==> config.mk <==
export PLATFORM = sky130hd
export DESIGN_NAME = pc_fetch_unit
export DESIGN_NICKNAME = d
export VERILOG_FILES = /design/src/rtl/fetch_pkg.sv /design/src/rtl/pc_next_mux.sv /design/src/rtl/pc_fetch_unit.sv
export SDC_FILE = /design/constraint.sdc
export NUM_CORES = 1
export LEC_CHECK = 0
export ABC_AREA = 1
export CAP_MARGIN = 5
export CORE_UTILIZATION = 38
export CTS_BUF_LIST = sky130_fd_sc_hd__clkbuf_8
export CTS_CLUSTER_SIZE = 12
export DETAILED_ROUTE_END_ITERATION = 8
export PLACE_DENSITY = 0.74
export SYNTH_ARGS = -nofsm -noshare
export SYNTH_HDL_FRONTEND = slang
export SYNTH_SLANG_ARGS = --single-unit
==> constraint.sdc <==
create_clock -name clk -period 1.49 [get_ports clk]
set_input_delay 0.298 -clock clk [delete_from_list [all_inputs] [get_ports clk]]
set_output_delay 0.298 -clock clk [all_outputs]
set_load 0.02 [all_outputs]
==> src/rtl/fetch_pkg.sv <==
// Shared encodings for the fetch unit: FSM states, next-PC select codes, NOP.
package fetch_pkg;

    typedef enum logic [1:0] {
        FETCH = 2'd0,
        EXEC  = 2'd1,
        HALT  = 2'd2
    } fetch_state_e;

    localparam logic [1:0] PCSRC_PLUS4  = 2'b00;
    localparam logic [1:0] PCSRC_TARGET = 2'b01;
    localparam logic [1:0] PCSRC_JALR   = 2'b10;
    localparam logic [1:0] PCSRC_HOLD   = 2'b11;

    // addi x0, x0, 0
    localparam logic [31:0] NOP = 32'h0000_0013;

endpackage

==> src/rtl/pc_next_mux.sv <==
// Next-PC selection: 4:1 pick of the candidates, jalr LSB clear, and a flag
// raised when the chosen address is not word aligned.
module pc_next_mux
    import fetch_pkg::*;
#(
    parameter int XLEN = 32
) (
    input  logic [1:0]      pcsrc_i,
    input  logic [XLEN-1:0] pc_i,
    input  logic [XLEN-1:0] pc_plus4_i,
    input  logic [XLEN-1:0] pc_target_i,
    input  logic [XLEN-1:0] alu_result_i,
    output logic [XLEN-1:0] next_pc_o,
    output logic            misalign_o
);

    // bit 0 of the jalr target is discarded by definition
    logic unused_alu_lsb;
    assign unused_alu_lsb = alu_result_i[0];

    // Select the candidate; hold re-presents the current PC for a refetch.
    always_comb begin
        next_pc_o = pc_plus4_i;
        unique case (pcsrc_i)
            PCSRC_PLUS4:  next_pc_o = pc_plus4_i;
            PCSRC_TARGET: next_pc_o = pc_target_i;
            PCSRC_JALR:   next_pc_o = {alu_result_i[XLEN-1:1], 1'b0};
            PCSRC_HOLD:   next_pc_o = pc_i;
            default:      next_pc_o = pc_plus4_i;
        endcase
    end

    assign misalign_o = (next_pc_o[1:0] != 2'b00);

endmodule

==> src/rtl/pc_fetch_unit.sv <==
// Architectural PC, fetch handshake FSM, instruction latch and retire counter.
// One instruction is fetched (FETCH) then presented to the datapath (EXEC);
// a misaligned next PC parks the unit in HALT until reset.
module pc_fetch_unit
    import fetch_pkg::*;
#(
    parameter logic [31:0] RESET_PC = 32'h0000_0000,
    parameter int          XLEN     = 32
) (
    input  logic            clk,
    input  logic            rst_n,
    input  logic [1:0]      PCSrc,
    input  logic [XLEN-1:0] PCPlus4,
    input  logic [XLEN-1:0] PCTarget,
    input  logic [XLEN-1:0] ALUResult,
    input  logic            stall,
    output logic            imem_req,
    output logic [XLEN-1:0] imem_addr,
    input  logic [XLEN-1:0] imem_rdata,
    input  logic            imem_valid,
    output logic [XLEN-1:0] PC,
    output logic [XLEN-1:0] Instr,
    output logic            instr_valid,
    output logic            misalign,
    output logic [31:0]     instret
);

    fetch_state_e    state_q;
    logic [XLEN-1:0] pc_q;
    logic [XLEN-1:0] instr_q;
    logic            req_q;
    logic            vld_q;
    logic            misalign_q;
    logic [31:0]     instret_q;

    logic [XLEN-1:0] next_pc_d;
    logic            next_mis_d;
    logic [31:0]     instret_d;

    pc_next_mux #(.XLEN(XLEN)) u_next_mux (
        .pcsrc_i      (PCSrc),
        .pc_i         (pc_q),
        .pc_plus4_i   (PCPlus4),
        .pc_target_i  (PCTarget),
        .alu_result_i (ALUResult),
        .next_pc_o    (next_pc_d),
        .misalign_o   (next_mis_d)
    );

    assign instret_d = instret_q + 32'd1;

    // Fetch/exec FSM with registered handshake outputs; PC, Instr and the
    // retire counter only move on the FSM transitions that own them.
    always_ff @(posedge clk or negedge rst_n) begin
        if (!rst_n) begin
            state_q    <= FETCH;
            pc_q       <= RESET_PC;
            instr_q    <= NOP;
            req_q      <= 1'b1;
            vld_q      <= 1'b0;
            misalign_q <= 1'b0;
            instret_q  <= '0;
        end else begin
            unique case (state_q)
                FETCH: begin
                    if (imem_valid) begin
                        instr_q <= imem_rdata;
                        state_q <= EXEC;
                        req_q   <= 1'b0;
                        vld_q   <= 1'b1;
                    end
                end
                EXEC: begin
                    if (!stall) begin
                        vld_q <= 1'b0;
                        if (!next_mis_d) begin
                            pc_q      <= next_pc_d;
                            instret_q <= instret_d;
                            state_q   <= FETCH;
                            req_q     <= 1'b1;
                        end else begin
                            misalign_q <= 1'b1;
                            state_q    <= HALT;
                        end
                    end
                end
                HALT: begin
                    req_q <= 1'b0;
                    vld_q <= 1'b0;
                end
                default: begin
                    state_q <= HALT;
                    req_q   <= 1'b0;
                    vld_q   <= 1'b0;
                end
            endcase
        end
    end

    assign imem_req    = req_q;
    assign imem_addr   = pc_q;
    assign PC          = pc_q;
    assign Instr       = instr_q;
    assign instr_valid = vld_q;
    assign misalign    = misalign_q;
    assign instret     = instret_q;

endmodule

==> flow_summary.yaml, run 1 <==
power:
  power_frac_comb: 0.169
  p_sw_mw: 1.48
  sequentialPowerShare: 0.498
  p_int_mw: 4.24
  p_leak_nw: 4.65
  clkPwrFrac: 0.333
  ir_drop_v: 0.000383
  powerDensity_nw_per_um2: 647
  switching_share: 0.259
drt:
  vias: 5640
  final_antenna_net_count: 0
  drt-initial-drc-count: 219
  top_layer: "met4"
  drt-met1-wl_mm: 7.03
  drc: 0
  wl_met2_mm: 9.10
  met3_length_um: 927
  routedWlPerCell_um: 14.7
  drt-vias-per-instance: 4.73
  drtPass1Iterations: 4
  finalWirelength_mm: 17.6
die:
  die_w_um: 123
  num_io_pins: 265
  start_util: 0.395
  core_um2: 14000
  dieArea_um2: 15100
  fp-row-count: 43
  die_y_um: 123
sta:
  setup_ws_ps: -14.7
  rsz0062_at_grt: "yes"
  hold_viol_final: 0
  drv_slew: 0
  finalSetupViolCount: 1
  timing.hold.ws_ps: 420
  slew_headroom: 0.750
  fin_crit_sh: 1.01
  tightest_slew_ps: 375
  min_period_ps: 1500
  final.setup_skew_ps: 8.40
  tns_ps: -14.7
  fmax_mhz: 665
synth:
  yosys.area.top_type: "dfrtp_1"
  synthCells: 744
  yosysTopAreaCellShare: 0.438
  avgSynthCellArea_um2: 7.45
  ys_types: 19
  seq_area_frac_synth: 0.457
  yosysWarnings: 0
  syn_nets: 879
  synthTopCellsByArea: "dfrtp_1, nand2_1, mux2_2, nor2_1, buf_4"
  netlist_area_um2: 5540
  ys_ff_latch: 101
worst_hold_path:
  min_path_type: "input port to asynchronous set/reset pin"
cts:
  clkLatencyLatePin_ps: 380
  tritoncts: "built"
  cts_sinks: 101
  ctsRootBufferMaster: "clkbuf_8"
  htreeDepth: 3
  cts_made_buffers: 9
  clk_pin_slew_ps: 100
  cts_buffer_depth: 2
placed_design:
  pre_cts_slack_ps: -424
  port-buffer-count: 263
  hpwlAfterDp_mm: 13.1
  place_congestion: 0.873
  dp_cells: 1164
grt:
  grt_pass1_vias: 5388
  grt_max_degree: 67
  grt_overflow: 0
  track_usage: 0.231
  grt_pass1_wl_mm: 26.6
  grt_antenna_before_repair: 0
cells_and_area:
  instances_no_fill: 1192
  insertedDiodeCount: 0
  final_core_utilization: 0.630
  nets: 1142
  syn2layout_area_growth_pct: 59.7
  final_layout_size_suffix_gt1_frac: 0.206
outcome:
  outcome: "finished, violations left"
  failed_checks: "setup timing"
worst_setup_path:
  crit_path_end_kind: "register"
  cp_max_fo: 4
  worstPathRequired_ps: 1820
  start_kind: "register"
  criticalPathCategory: "register to register"
  critPathArrivalTime_ps: 1830
flow_run:
  max_cap_viol_count: 0
==> final timing paths <==
check / slack (ps) / from / depth (start not counted) / to
worst max-delay path: -10 / instret[0] / 7 / instret[12]
worst min-delay path: 420 / rst_n / 3 / instret[7]
worst max register to register: -10 / instret[0] / 7 / instret[12]
worst min register to register: 470 / misalign / 1 / misalign
max in group asynchronous: 670 / rst_n / 3 / imem_req
min in group clk: 470 / misalign / 1 / misalign
==> layer usage <==
layer,GRT usage,vias up
li1,-,2816
met1,0.279,2596
met2,0.405,195
met3,0.0390,33
met4,0.0945,0
met5,0,-
==> timing repair <==
item                       4_1_cts  5_1_grt
hold endpoints to repair        97        0
hold buffers                     1        0
resized for setup              194      120
gates cloned                     0        2
pin swaps                        1       19
setup endpoints to repair      160       95
setup buffers                    0        9
==> layout make-up <==
type	instances	area (um^2)
fillers	1262	5190
repair buffers	311	2980
multi-input cells	543	2730
flip-flops and latches	101	2560
well taps	180	225
inverters	41	159
clock buffers	9	124
clock inverters	7	82.6
==> critical path, cell delays in order, from the launching register on <==
cell	delay [ps]
dfrtp_2	430
ha_4	160
buf_4	100
nand3_1	160
nor2_4	190
xor2_1	280
nand2_4	70
nand2_2	70
==> power by group through the flow <==
| stage | combinational (mW) | clock, mW | sequential, mW |
|---|---|---|---|
| final | 0.967 | 1.91 | 2.85 |
| after global routing | 1.06 | 2.03 | 2.86 |
| after CTS | 0.953 | 1.94 | 2.84 |
| after detailed placement | 1.00 | 0 | 2.90 |
| after global placement | 0.998 | 0 | 2.89 |
| after floorplan | 0.299 | 0 | 2.95 |
==> cell usage in the layout (no fill, tap or decap), types with 5 or more instances in the layout <==
| cell type | synthesis | final |
|---|---|---|
| nand3b_1 | 7 | 7 |
| buf_12 | 0 | 11 |
| nand3_1 | 46 | 45 |
| dfrtp_2 | 0 | 19 |
| inv_1 | 39 | 38 |
| o21ai_1 | 42 | 37 |
| nor2_1 | 75 | 51 |
| clkdlybuf4s15_2 | 0 | 5 |
| nand2_1 | 325 | 301 |
| nor2_2 | 3 | 19 |
| buf_2 | 14 | 9 |
| dlygate4sd2_1 | 0 | 89 |
| clkbuf_2 | 0 | 10 |
| buf_6 | 0 | 7 |
| mux2_2 | 32 | 32 |
| nor2_4 | 0 | 8 |
| nand2_2 | 0 | 21 |
| clkbuf_8 | 0 | 9 |
| o21ai_2 | 0 | 5 |
| dfrtp_1 | 97 | 78 |
| clkdlybuf4s50_1 | 0 | 129 |
| xor2_1 | 9 | 7 |
| clkdlybuf4s15_1 | 0 | 17 |
| buf_4 | 33 | 30 |
==> registers in the layout (all words and copies together), names as in the netlist <==
name and cells:
Instr 32, PC 32, instret 32, state_q 2, imem_req 1, instr_valid 1
misalign 1
==> cells in the mapped netlist, drive strengths merged <==
cell type,count
nand3,47
inv,41
mux2,32
clkbuf,12
buf,47
ha,1
dfstp,4
a21o,1
o21ai,42
xnor2,1
xor2,9
dfrtp,97
nand2,325
nand3b,7
nor2,78
==> through the flow <==
stage          total power, mW  instance area (um^2)
2_1_floorplan             3.25                  5540
3_3_place_gp              3.89                  8410
3_5_place_dp              3.90                  8410
4_1_cts                   5.74                  8510
5_1_grt                   5.94                  8850
6_report                  5.72                  8850
==> kinds of logic (layout without fill, tap and decap cells) <==
family,count (synthesis),in the layout,synth area share
XOR/XNOR,10,10,0.0158
adder cells (fa/ha/maj),1,1,0.00226
buffers and inverters,100,368,0.0933
flip-flops,101,101,0.457
AO/OA/AOI/OAI,43,43,0.0393
AND/OR/NAND/NOR,457,457,0.327
multiplexers,32,32,0.0650
Note: power is estimated with default switching activity, not from simulation.
==> run 2: changes to the inputs <==
--- a/config.mk
+++ b/config.mk
@@ -7,9 +7,9 @@
 export LEC_CHECK = 0
 export ABC_AREA = 1
 export CAP_MARGIN = 5
+export CORE_ASPECT_RATIO = 0.7
 export CORE_UTILIZATION = 38
 export CTS_BUF_LIST = sky130_fd_sc_hd__clkbuf_8
-export CTS_CLUSTER_SIZE = 12
 export DETAILED_ROUTE_END_ITERATION = 8
 export PLACE_DENSITY = 0.74
 export SYNTH_ARGS = -nofsm -noshare
==> flow_summary.yaml, run 2 (synthesis results as in run 1) <==
flow_run:
  max_cap_viol_count: 0
grt:
  grt_pass1_vias: 5351
  grt_max_degree: 46
  grt_pass1_wl_mm: 27.4
  grt_overflow: 0
  grt_antenna_before_repair: 0
  track_usage: 0.233
die:
  core_um2: 14100
  fp-row-count: 36
  die_w_um: 146
  dieArea_um2: 15100
  num_io_pins: 265
  start_util: 0.394
  die_y_um: 103
placed_design:
  place_area_um2: 8490
  hpwlAfterDp_mm: 13.2
  place_congestion: 0.892
  port-buffer-count: 263
worst_setup_path:
  crit_path_end_kind: "register"
  cpPeakStageDelay_ps: 470
  criticalPathCategory: "register to register"
  critPathArrivalTime_ps: 1730
  crit_chain: "nand2_1 > nor2_1 > buf_4 > nand2_1 > nor2_2 > nand2_1 > nand2_1 > nand2_1 > nand2_1 > nand2_1"
  start_kind: "register"
  crit_buf_inv: 1
  cp_max_fo: 4
  cp_slowest_cell: "dfrtp_1"
  cpLargestDelayFamily: "simple AND/OR/NAND/NOR gates"
  crit_top_cell: "nand2_1"
  worstPathRequired_ps: 1740
cts:
  cts_sinks: 101
  clkLatencyLatePin_ps: 370
  cts_made_buffers: 9
  tritoncts: "built"
  htreeDepth: 3
  clk_pin_slew_ps: 110
  ctsRootBufferMaster: "clkbuf_8"
  cts_buffer_depth: 2
drt:
  vias: 5719
  finalWirelength_mm: 17.6
  routedWlPerCell_um: 14.5
  drt-vias-per-instance: 4.70
  final_antenna_net_count: 0
  drt-initial-drc-count: 209
  drc: 0
  drtPass1Iterations: 5
power:
  p_leak_nw: 4.70
  ir_drop_v: 0.000468
  p_total_mw: 5.59
  powerDensity_nw_per_um2: 630
sta:
  slew_headroom: 0.773
  fin_crit_sh: 0.995
  min_period_ps: 1480
  tns_ps: 0
  rsz0062_at_grt: "yes"
  fmax_mhz: 674
  tightest_slew_ps: 341
  drv_slew: 0
  hold_viol_final: 0
  finalSetupViolCount: 0
  final.setup_skew_ps: 15.3
cells_and_area:
  mostFrequentLayoutCells: "nand2_1, clkdlybuf4s50_1, dlygate4sd2_1"
  insertedDiodeCount: 0
  final_layout_size_suffix_gt1_frac: 0.187
  final_common_cell: "nand2_1"
  nets: 1157
  design_area_um2: 8870
  syn2layout_area_growth_pct: 60.0
outcome:
  outcome: "finished clean"
worst_hold_path:
  min_path_type: "input port to asynchronous set/reset pin"
-- run 2: changes by cell type in the layout (fill, tap and decap cells not counted), sizes merged, moves of 3 or more --
cell           before  now
buf                57   69
dlygate4sd2        89   96
clkdlybuf4s15      22   19
clkinv              4    1
inv                42   45
-- run 2: path summary, 6_finish.rpt --
path / start / to / slack (ps) / cells after the start
worst max-delay path: instret[11] / instret[25] / 7 / 10
worst min-delay path: rst_n / instret[10] / 350 / 2
worst max register to register: instret[11] / instret[25] / 7 / 10
worst min register to register: misalign / misalign / 480 / 1
max in group asynchronous: rst_n / imem_req / 540 / 3
min in group clk: misalign / misalign / 480 / 1
-- run 2: metrics by stage --
| stage | std cells | setup WS [ps] | hold slack (ps) | util |
|---|---|---|---|---|
| final | 1217 | 6.74 | 347 | 0.631 |
| after floorplan | 744 | 23.1 | 2.41 | - |
| after global placement | 1186 | -348 | 196 | 0.604 |
| after global routing | 1217 | -103 | 357 | 0.631 |
| after CTS | 1205 | 0.414 | 334 | 0.611 |
| after detailed placement | 1186 | -411 | 200 | 0.604 |
-- run 2: report_power, final --
group	leakage, nW	switching (mW)	total, mW	internal (mW)
Sequential	1.33	0.0527	2.85	2.79
Combinational	3.27	0.458	0.989	0.531
Clock	0.103	0.976	1.75	0.776
Total	4.70	1.49	5.59	4.10
-- run 2: cell type report --
cell class              instances  area (um^2)
inverters                      41          161
clock inverters                 7         67.6
repair buffers                326         3070
fillers                      1261         5190
well taps                     190          238
multi-input cells             543         2660
clock buffers                   9          124
flip-flops and latches        101         2550
-- run 2: timing repair --
item | CTS | global route
endpoints found under the setup margin | 141 | 90
endpoints found under the hold margin | 16 | 0
gates resized for setup | 179 | 88
pin swaps | 3 | 15
hold buffers | 1 | 0
buffers inserted | 2 | 9
cloned | 0 | 3
-- run 2: per-layer routing --
layer | vias to the layer above | wire length (um) | GRT usage
met5 | - | 0 | 0
met2 | 219 | 7960 | 0.374
met4 | 0 | 259 | 0.0681
li1 | 2849 | - | -
met3 | 19 | 1380 | 0.0619
met1 | 2632 | 7990 | 0.311
